[config.mk]
export PLATFORM = sky130hd
export DESIGN_NAME = fig_06_alu_result_stage
export DESIGN_NICKNAME = d
export VERILOG_FILES = /design/src/rtl/fig_06_alu_result_stage_pkg.sv /design/src/rtl/fig_06_alu_result_stage_buffer.sv /design/src/rtl/fig_06_alu_result_stage.sv
export SDC_FILE = /design/constraint.sdc
export NUM_CORES = 1
export LEC_CHECK = 0
export ABC_AREA = 1
export ABC_CLOCK_PERIOD_IN_PS = 1600
export CAP_MARGIN = 20
export CORE_ASPECT_RATIO = 1.1
export CORE_UTILIZATION = 51
export CTS_CLUSTER_DIAMETER = 80
export CTS_CLUSTER_SIZE = 14
export DETAILED_ROUTE_END_ITERATION = 8
export PLACE_DENSITY_LB_ADDON = 0.12
export SETUP_SLACK_MARGIN = 0.2
export SLEW_MARGIN = 20
export SYNTH_ARGS = -nofsm -noshare
export SYNTH_HDL_FRONTEND = slang
export SYNTH_SLANG_ARGS = --single-unit
[constraint.sdc]
create_clock -name clk -period 1.6 [get_ports clk]
set_clock_uncertainty 0.05 [all_clocks]
set_input_delay 0.16 -clock clk [delete_from_list [all_inputs] [get_ports clk]]
set_output_delay 0.16 -clock clk [all_outputs]
set_load 0.05 [all_outputs]
[src/rtl/fig_06_alu_result_stage_pkg.sv]
// Shared definitions for the ALU result stage: flag bit positions, buffer
// state encoding and the packed layout of a buffered adder result.
package fig_06_alu_result_stage_pkg;

  localparam int FLAG_S  = 3;
  localparam int FLAG_Z  = 2;
  localparam int FLAG_CY = 1;
  localparam int FLAG_OV = 0;
  localparam int FLAG_N  = 4;

  typedef enum logic [1:0] {
    EMPTY = 2'd0,
    ONE   = 2'd1,
    FULL  = 2'd2
  } state_t;

  // Entry layout, LSB first: dest[ADDR_W], wb_en, flag_we[4], ov, cy, z[DATA_W].
  // Offsets below are relative to the top of the dest field.
  localparam int ENT_WB_EN_OFS = 0;
  localparam int ENT_WE_OFS    = 1;
  localparam int ENT_OV_OFS    = 5;
  localparam int ENT_CY_OFS    = 6;
  localparam int ENT_Z_OFS     = 7;
  localparam int ENT_META_W    = 7;

  function automatic int ent_width(input int data_w, input int addr_w);
    return data_w + addr_w + ENT_META_W;
  endfunction

endpackage

[src/rtl/fig_06_alu_result_stage_buffer.sv]
// Two-entry in-order result buffer; head is the oldest entry and the younger
// entry shifts into the head slot when the head retires.
module fig_06_alu_result_buffer
  import fig_06_alu_result_stage_pkg::*;
#(
  parameter int ENT_W = 27
) (
  input  logic             clk,
  input  logic             rst,
  input  logic             flush,
  input  logic             push,
  input  logic             pop,
  input  logic [ENT_W-1:0] push_ent,
  output logic [ENT_W-1:0] head,
  output logic [ENT_W-1:0] tail,
  output logic [1:0]       occ
);

  state_t state;

  assign occ = state;

  // push is never asserted in FULL: the top withholds in_ready there.
  always_ff @(posedge clk) begin
    if (rst) begin
      state <= EMPTY;
      head  <= '0;
      tail  <= '0;
    end else if (flush) begin
      state <= EMPTY;
    end else begin
      case (state)
        EMPTY: begin
          if (push) begin
            head  <= push_ent;
            state <= ONE;
          end
        end
        ONE: begin
          if (push && pop) begin
            head <= push_ent;
          end else if (push) begin
            tail  <= push_ent;
            state <= FULL;
          end else if (pop) begin
            state <= EMPTY;
          end
        end
        FULL: begin
          if (pop) begin
            head  <= tail;
            state <= ONE;
          end
        end
        default: state <= EMPTY;
      endcase
    end
  end

endmodule

[src/rtl/fig_06_alu_result_stage.sv]
// ALU result stage: buffers adder results, writes them back in order and
// commits S/Z/CY/OV at retire. Define FIG06_ALU_RESULT_FLAG_FWD_EN to expose
// the post-drain (forwarded) flag view instead of the retired flags.
module fig_06_alu_result_stage
  import fig_06_alu_result_stage_pkg::*;
#(
  parameter int DATA_W = 16,
  parameter int ADDR_W = 4
) (
  input  logic              clk,
  input  logic              rst,
  input  logic              in_valid,
  output logic              in_ready,
  input  logic [DATA_W-1:0] in_z,
  input  logic              in_cy,
  input  logic              in_ov,
  input  logic [3:0]        in_flag_we,
  input  logic              in_wb_en,
  input  logic [ADDR_W-1:0] in_dest,
  output logic              wb_valid,
  input  logic              wb_ready,
  output logic [ADDR_W-1:0] wb_addr,
  output logic [DATA_W-1:0] wb_data,
  output logic              flag_s,
  output logic              flag_z,
  output logic              flag_cy,
  output logic              flag_ov,
  input  logic              flag_load,
  input  logic [3:0]        flag_load_val,
  input  logic              flush,
  output logic [1:0]        occupancy
);

  localparam int ENT_W = ent_width(DATA_W, ADDR_W);

  logic [ENT_W-1:0]  push_ent, head, tail;
  logic [1:0]        occ;
  state_t            state;
  logic              head_vld, head_wb_en, accept, retire;
  logic [FLAG_N-1:0] flags, flags_vis;

  assign push_ent = {in_z, in_cy, in_ov, in_flag_we, in_wb_en, in_dest};
  assign state    = state_t'(occ);

  // Flags an entry would leave behind when it retires on top of cur.
  function automatic logic [FLAG_N-1:0] flag_update(
    input logic [FLAG_N-1:0] cur,
    input logic [ENT_W-1:0]  e
  );
    logic [FLAG_N-1:0] res;
    logic [FLAG_N-1:0] we;
    logic [DATA_W-1:0] z;
    z            = e[ADDR_W+ENT_Z_OFS +: DATA_W];
    we           = e[ADDR_W+ENT_WE_OFS +: FLAG_N];
    res[FLAG_S]  = z[DATA_W-1];
    res[FLAG_Z]  = (z == '0);
    res[FLAG_CY] = e[ADDR_W+ENT_CY_OFS];
    res[FLAG_OV] = e[ADDR_W+ENT_OV_OFS];
    return (res & we) | (cur & ~we);
  endfunction

  fig_06_alu_result_buffer #(.ENT_W(ENT_W)) u_buf (
    .clk      (clk),
    .rst      (rst),
    .flush    (flush),
    .push     (accept),
    .pop      (retire),
    .push_ent (push_ent),
    .head     (head),
    .tail     (tail),
    .occ      (occ)
  );

  assign head_vld   = (state != EMPTY);
  assign head_wb_en = head[ADDR_W+ENT_WB_EN_OFS];

  // in_ready depends only on registered state and flush, never on wb_ready.
  assign in_ready  = (state != FULL) && !flush;
  assign accept    = in_valid && in_ready;
  assign retire    = head_vld && (!head_wb_en || wb_ready) && !flush;

  assign wb_valid  = head_vld && head_wb_en;
  assign wb_addr   = head[ADDR_W-1:0];
  assign wb_data   = head[ADDR_W+ENT_Z_OFS +: DATA_W];
  assign occupancy = occ;

  // A direct status write overrides whatever the retiring entry would commit.
  always_ff @(posedge clk) begin
    if (rst)
      flags <= '0;
    else if (flag_load)
      flags <= flag_load_val;
    else if (retire)
      flags <= flag_update(flags, head);
  end

`ifdef FIG06_ALU_RESULT_FLAG_FWD_EN
  always_comb begin
    flags_vis = flags;
    if (state != EMPTY) flags_vis = flag_update(flags_vis, head);
    if (state == FULL)  flags_vis = flag_update(flags_vis, tail);
  end
`else
  assign flags_vis = flags;
`endif

  assign flag_s  = flags_vis[FLAG_S];
  assign flag_z  = flags_vis[FLAG_Z];
  assign flag_cy = flags_vis[FLAG_CY];
  assign flag_ov = flags_vis[FLAG_OV];

endmodule

==> out/metrics.cfg, run 1 <==
[synthesis]
syn_nets=509
synth_seq_area_share=0.3926
synth_cells=472
avgSynthCellArea_sq_um=6.481
ys_warn_count=0
yosys.area.top_type=dfxtp_1
yosys-top-cells-area=dfxtp_1 (39%), nor2_1 (13%), nand2_1 (11%)
synth_top_area_frac=0.3926
synth_area_sq_um=3059
ys_types=22
synth-seq-cells=60

[cells_and_area]
finalNetCount=577
drive_above_1_share=0.2482
syn2layout_area_growth_pct=45.03
fin_util=0.7690
final_cells=621
antenna_cells=0

[floorplan]
rows=29
die_x_um=75.85
coreArea_sq_um=5769
boundaryPins=65
initial_core_util=0.5303
die_h_um=83.23
die-area_sq_um=6313

[setup_path]
cp-start-kind=flip-flop
r2r-end=u_buf.head[0]
r2r_start=u_buf.occ[0]
crit_family=simple AND/OR/NAND/NOR gates
crit_buf_inv=4
ff2ff_path_depth=10
cp_common_cell=buf_12
critical-path-max-stage-delay_ps=360
arrival_ps=1740
crit_slowest_cell=dfxtp_4
crit_chain=inv_8 -> buf_12 -> nand3_1 -> nand2_1 -> nand2_4 -> nor2_4 -> buf_12 -> buf_12 -> nor2_2 -> nor2_1
worstPathRequired_ps=1820
cp_max_fo=6
cp-end-kind=flip-flop
r2r_slack_ps=70
critical_path_class=reg2reg

[timing]
tns_ps=0
max_freq_ghz=0.6553
slew_viol_final=0
setup_viol=0
hold_ws_ps=397.7
layout_setup_ws_ps=74.01
layout_min_cycle_time_ps=1526
final-hold-violation-count=0
finalCritPeriodShare=0.9537
worst_pin_slew_ps=290.0
timing.slew.headroom=0.8066
rsz0062_at_grt=true

[global_routing]
gr-usage-all-layers=0.2538
grt_max_degree=30
grt_pass1_wl_um=12190
antenna_found_initial=0
gr-total-overflow=0
grt_pass1_vias=2754

[cts]
tritoncts=built
h-tree-depth=3
numCtsBuffers=9
path_clk_slew_ps=60
clock-root-buffer=clkbuf_8
clk_latency_ps=340
clock-sinks=60
hold_buffers=0
clock_path_buffers=2

[drt]
wl_um=8859
drc=0
num_vias=3189
drtAntennaViolNets=0
wire_per_inst_um=14.27
drtIter0Drc=147
vias_per_cell=5.135
drt-pass1-iter-count=5

[placed_design]
place_congestion=0.7815
dp.cells=589
portBuffers=64
post-place-ws_ps=-163.1
dp_hpwl_um=5049

[pwr]
vdd_drop_max_mv=0.5747
p_leak_nw=2.023
cellPowerDensity_nw_per_um2=850.2

[flow_run]
max_cap_viol_count=0

[worst_hold_path]
min_to=u_buf.tail[4]
hold_path.class=reg2reg
holdCritStartpoint=u_buf.tail[4]
whs_path_depth=2

[outcome]
outcome=completed

-- cell usage in the layout, fill, tap and decap left out, types with 5 or more instances in the layout --
master and n:
inv_1 42, nor2_2 17, buf_6 6, clkbuf_8 11, inv_2 5, nor2_4 7
a21oi_1 15, nand3_1 49, buf_12 14, o21ai_0 15, nand2_1 80, nor2_1 85
o21ai_1 24, clkdlybuf4s50_1 36, buf_4 41, dfxtp_1 57
-- stage by stage --
stage	power [mW]	cell area [sq um]
floorplan	2.213	3129
global placement	2.429	3755
detailed placement	2.440	3755
CTS	3.662	4099
global route	3.936	4437
finish	3.772	4437
-- report_power, final --
part	switching [mW]	total (mW)	internal, mW
clock	0.574	1.21	0.634
combinational	0.545	0.932	0.387
sequential	0.0614	1.63	1.57
-- worst max path at each step --
stage	startpoint	to	slack, ps	depth (start not counted)
floorplan	u_buf.occ[0]	u_buf.tail[7]	170	9
detailed placement	wb_ready	u_buf.head[0]	-160	11
global placement	wb_ready	u_buf.head[26]	-100	11
finish	u_buf.occ[0]	u_buf.head[0]	70	10
CTS	u_buf.occ[0]	wb_valid	110	6
global route	u_buf.occ[0]	u_buf.head[0]	5	11
-- routing by layer --
layer | GRT usage | share of wire | vias up | routed length [um]
met2 | 0.3974 | 0.49 | 124 | 4354
li1 | - | - | 1594 | -
met3 | 0.04248 | 0.064 | 27 | 567
met5 | 0 | 0 | - | 0
met1 | 0.3351 | 0.41 | 1444 | 3673
met4 | 0.1128 | 0.030 | 0 | 263
-- cell families after synthesis --
family / share of synthesized area
DFF: 0.3926
and+or+nand+nor: 0.3550
buffers and inverters: 0.1583
AOI/OAI and AO/OA: 0.09407
-- worst register-to-register path, delay by kind of cell, from the launching register on --
| kind | cells | cell delay, ps |
|---|---|---|
| buf+inv | 4 | 470 |
| flops | 1 | 360 |
| simple gates | 6 | 590 |
-- cells in the mapped netlist --
master,number
inv_1,44
nor2_2,2
nand2_1,88
a21oi_1,15
clkbuf_1,6
nand4_1,1
buf_4,21
o21ai_1,20
buf_6,4
nor2_4,2
a21boi_1,1
inv_2,7
and2_0,1
nand3_2,2
buf_1,2
and2_1,1
o21ai_0,21
dfxtp_1,60
nand3_1,55
buf_2,12
nor2_1,105
nand2_2,2
-- layout make-up --
cell class	count	area (sq um)
multi-input cells	316	1598
fillers	413	1333
flip-flops and latches	60	1210
repair buffers	102	1149
inverters	51	215.2
clock buffers	13	158.9
well taps	77	96.34
clock inverters	2	10.01
-- state kept, by name, summed over array words and instances, names as in the netlist, named ones only --
name / count
u_buf.head: 27
u_buf.occ: 2
u_buf.tail: 27
-- what timing repair did --
| action | CTS | global route |
|---|---|---|
| setup endpoints to repair | 52 | 54 |
| pin swaps | 1 | 12 |
| cloned | 1 | 5 |
| resized for setup | 17 | 54 |
| buffers inserted | 7 | 4 |
Note: power is estimated with default switching activity, not from simulation.
==> run 2: changes to the inputs <==
CORE_MARGIN = 2   (was default)
==> out/metrics.cfg, run 2 (synthesized netlist as in run 1, its figures left out) <==
[setup_path]
cp-startpoint=u_buf.occ[0]
crit_slowest_cell=dfxtp_4
cp-start-kind=flip-flop
r2r_slack_ps=110
crit_buf_inv=4
critical_path_class=reg2out
ff2ff_path_depth=9
critical-path-max-stage-delay_ps=370
r2r_start=u_buf.occ[0]
worstSetupEndpoint=in_ready
cp_max_fo=6
cp_common_cell=buf_12
cp-end-kind=output port
cp.depth=6
arrival_ps=1290
crit_family=buffers and inverters
r2r-end=u_buf.head[9]
crit_chain=inv_8 -> nand2_8 -> buf_12 -> nand2_4 -> clkinvlp_4 -> buf_12
worstPathRequired_ps=1390

[pwr]
p_total_mw=4.045
combPwrFrac=0.216
p_sw_mw=1.226
p_seq_frac=0.402
p_leak_nw=1.969
p_sw_frac=0.3031
p_int_mw=2.819
cellPowerDensity_nw_per_um2=940.6
vdd_drop_max_mv=0.7693
power_frac_clock=0.382

[floorplan]
coreArea_sq_um=5769
rows=29
die_x_um=77.85
initial_core_util=0.5303
boundaryPins=65
die-area_sq_um=6635
die_h_um=85.23

[worst_hold_path]
hold_path.class=in2reg

[drt]
drt-pass1-iter-count=5
drtIter0Drc=288
num_vias=3203
wire_per_inst_um=14.48
drtAntennaViolNets=0
drc=0
vias_per_cell=5.150
wl_um=9009

[timing]
max_freq_ghz=0.6646
worst_pin_slew_ps=236.0
rsz0062_at_grt=true
layout_min_cycle_time_ps=1505
layout_setup_ws_ps=95.35
finalCritPeriodShare=0.9404
slew_viol_final=0
setup_viol=0
timing.slew.headroom=0.8425
final-hold-violation-count=0

[cts]
numCtsBuffers=9
clock_path_buffers=2
clk_latency_ps=350
tritoncts=built
clock-sinks=60
hold_buffers=0
h-tree-depth=3
path_clk_slew_ps=70
clock-root-buffer=clkbuf_8

[global_routing]
grt_pass1_vias=2887
gr-total-overflow=0
grt_max_degree=30
gr-usage-all-layers=0.2689
antenna_found_initial=0
grt_pass1_wl_um=13770

[cells_and_area]
layout_common_cells=nor2_1 (103), nand2_1 (81), dfxtp_1 (58)
num-fill-cells=425
syn2layout_area_growth_pct=40.57
drive_above_1_share=0.2128
fin_area_sq_um=4300
final_common_cell=nor2_1
antenna_cells=0
finalNetCount=577

[placed_design]
post-place-ws_ps=-356.7
postPlaceCellArea_sq_um=3672
place_congestion=0.7993
dp_hpwl_um=4853
portBuffers=64

[flow_run]
max_cap_viol_count=0

[outcome]
outcome=completed

-- run 2: through the flow --
step	hold slack [ps]	cells	utilization	setup TNS, ps
finish	392.5	622	0.7454	0
global placement	382.1	583	0.6365	-11940
global route	394.2	622	0.7454	0
detailed placement	386.3	583	0.6365	-13940
CTS	393.4	616	0.7218	0
floorplan	250.6	472	-	0
-- run 2: area by class of cell --
class	instances	area, sq um	share of cell area
multi-input combinational	321	1592	0.3701
clock inverter	5	75.07	0.01746
timing repair buffer	97	967.2	0.2249
tap	77	96.34	0.02240
sequential	60	1209	0.2811
inverter	51	220.2	0.05121
clock buffer	11	141.4	0.03288
-- run 2: worst min path at each step --
| stage | startpoint | to | depth (start not counted) | slack, ps |
|---|---|---|---|---|
| floorplan | rst | u_buf.occ[0] | 3 | 250 |
| global placement | u_buf.tail[1] | u_buf.tail[1] | 2 | 380 |
| detailed placement | u_buf.tail[7] | u_buf.tail[7] | 2 | 390 |
| CTS | in_z[8] | u_buf.tail[19] | 3 | 390 |
| global route | in_z[7] | u_buf.tail[18] | 3 | 390 |
| finish | in_z[4] | u_buf.tail[15] | 3 | 390 |
-- run 2: power groups by stage --
stage / Clock [mW] / Sequential (mW) / Combinational (mW)
final: 1.54 / 1.63 / 0.875
after global routing: 1.61 / 1.63 / 0.939
after CTS: 1.53 / 1.62 / 0.835
after detailed placement: 0 / 1.66 / 0.765
after global placement: 0 / 1.66 / 0.757
after floorplan: 0 / 1.67 / 0.543
-- run 2: worst min-delay path, delay by kind of cell --
kind	cells	cell delay [ps]
buf+inv	1	420
compound gates	1	140
simple gates	1	40
-- run 2: timing repair --
action                                 4_1_cts  5_1_grt
setup endpoints to repair                   57       58
setup buffers                               12        4
cloned                                       5        2
resized for setup                           26       23
pin swaps                                    4        2
endpoints found under the hold margin        0        0
-- run 2: layer usage --
metal	part of all wire	track usage	up-vias	wire, um
li1	-	-	1601	-
met1	0.43	0.3392	1439	3905
met2	0.46	0.4310	140	4116
met3	0.082	0.07128	23	743
met4	0.027	0.1218	0	243
met5	0	0	-	0
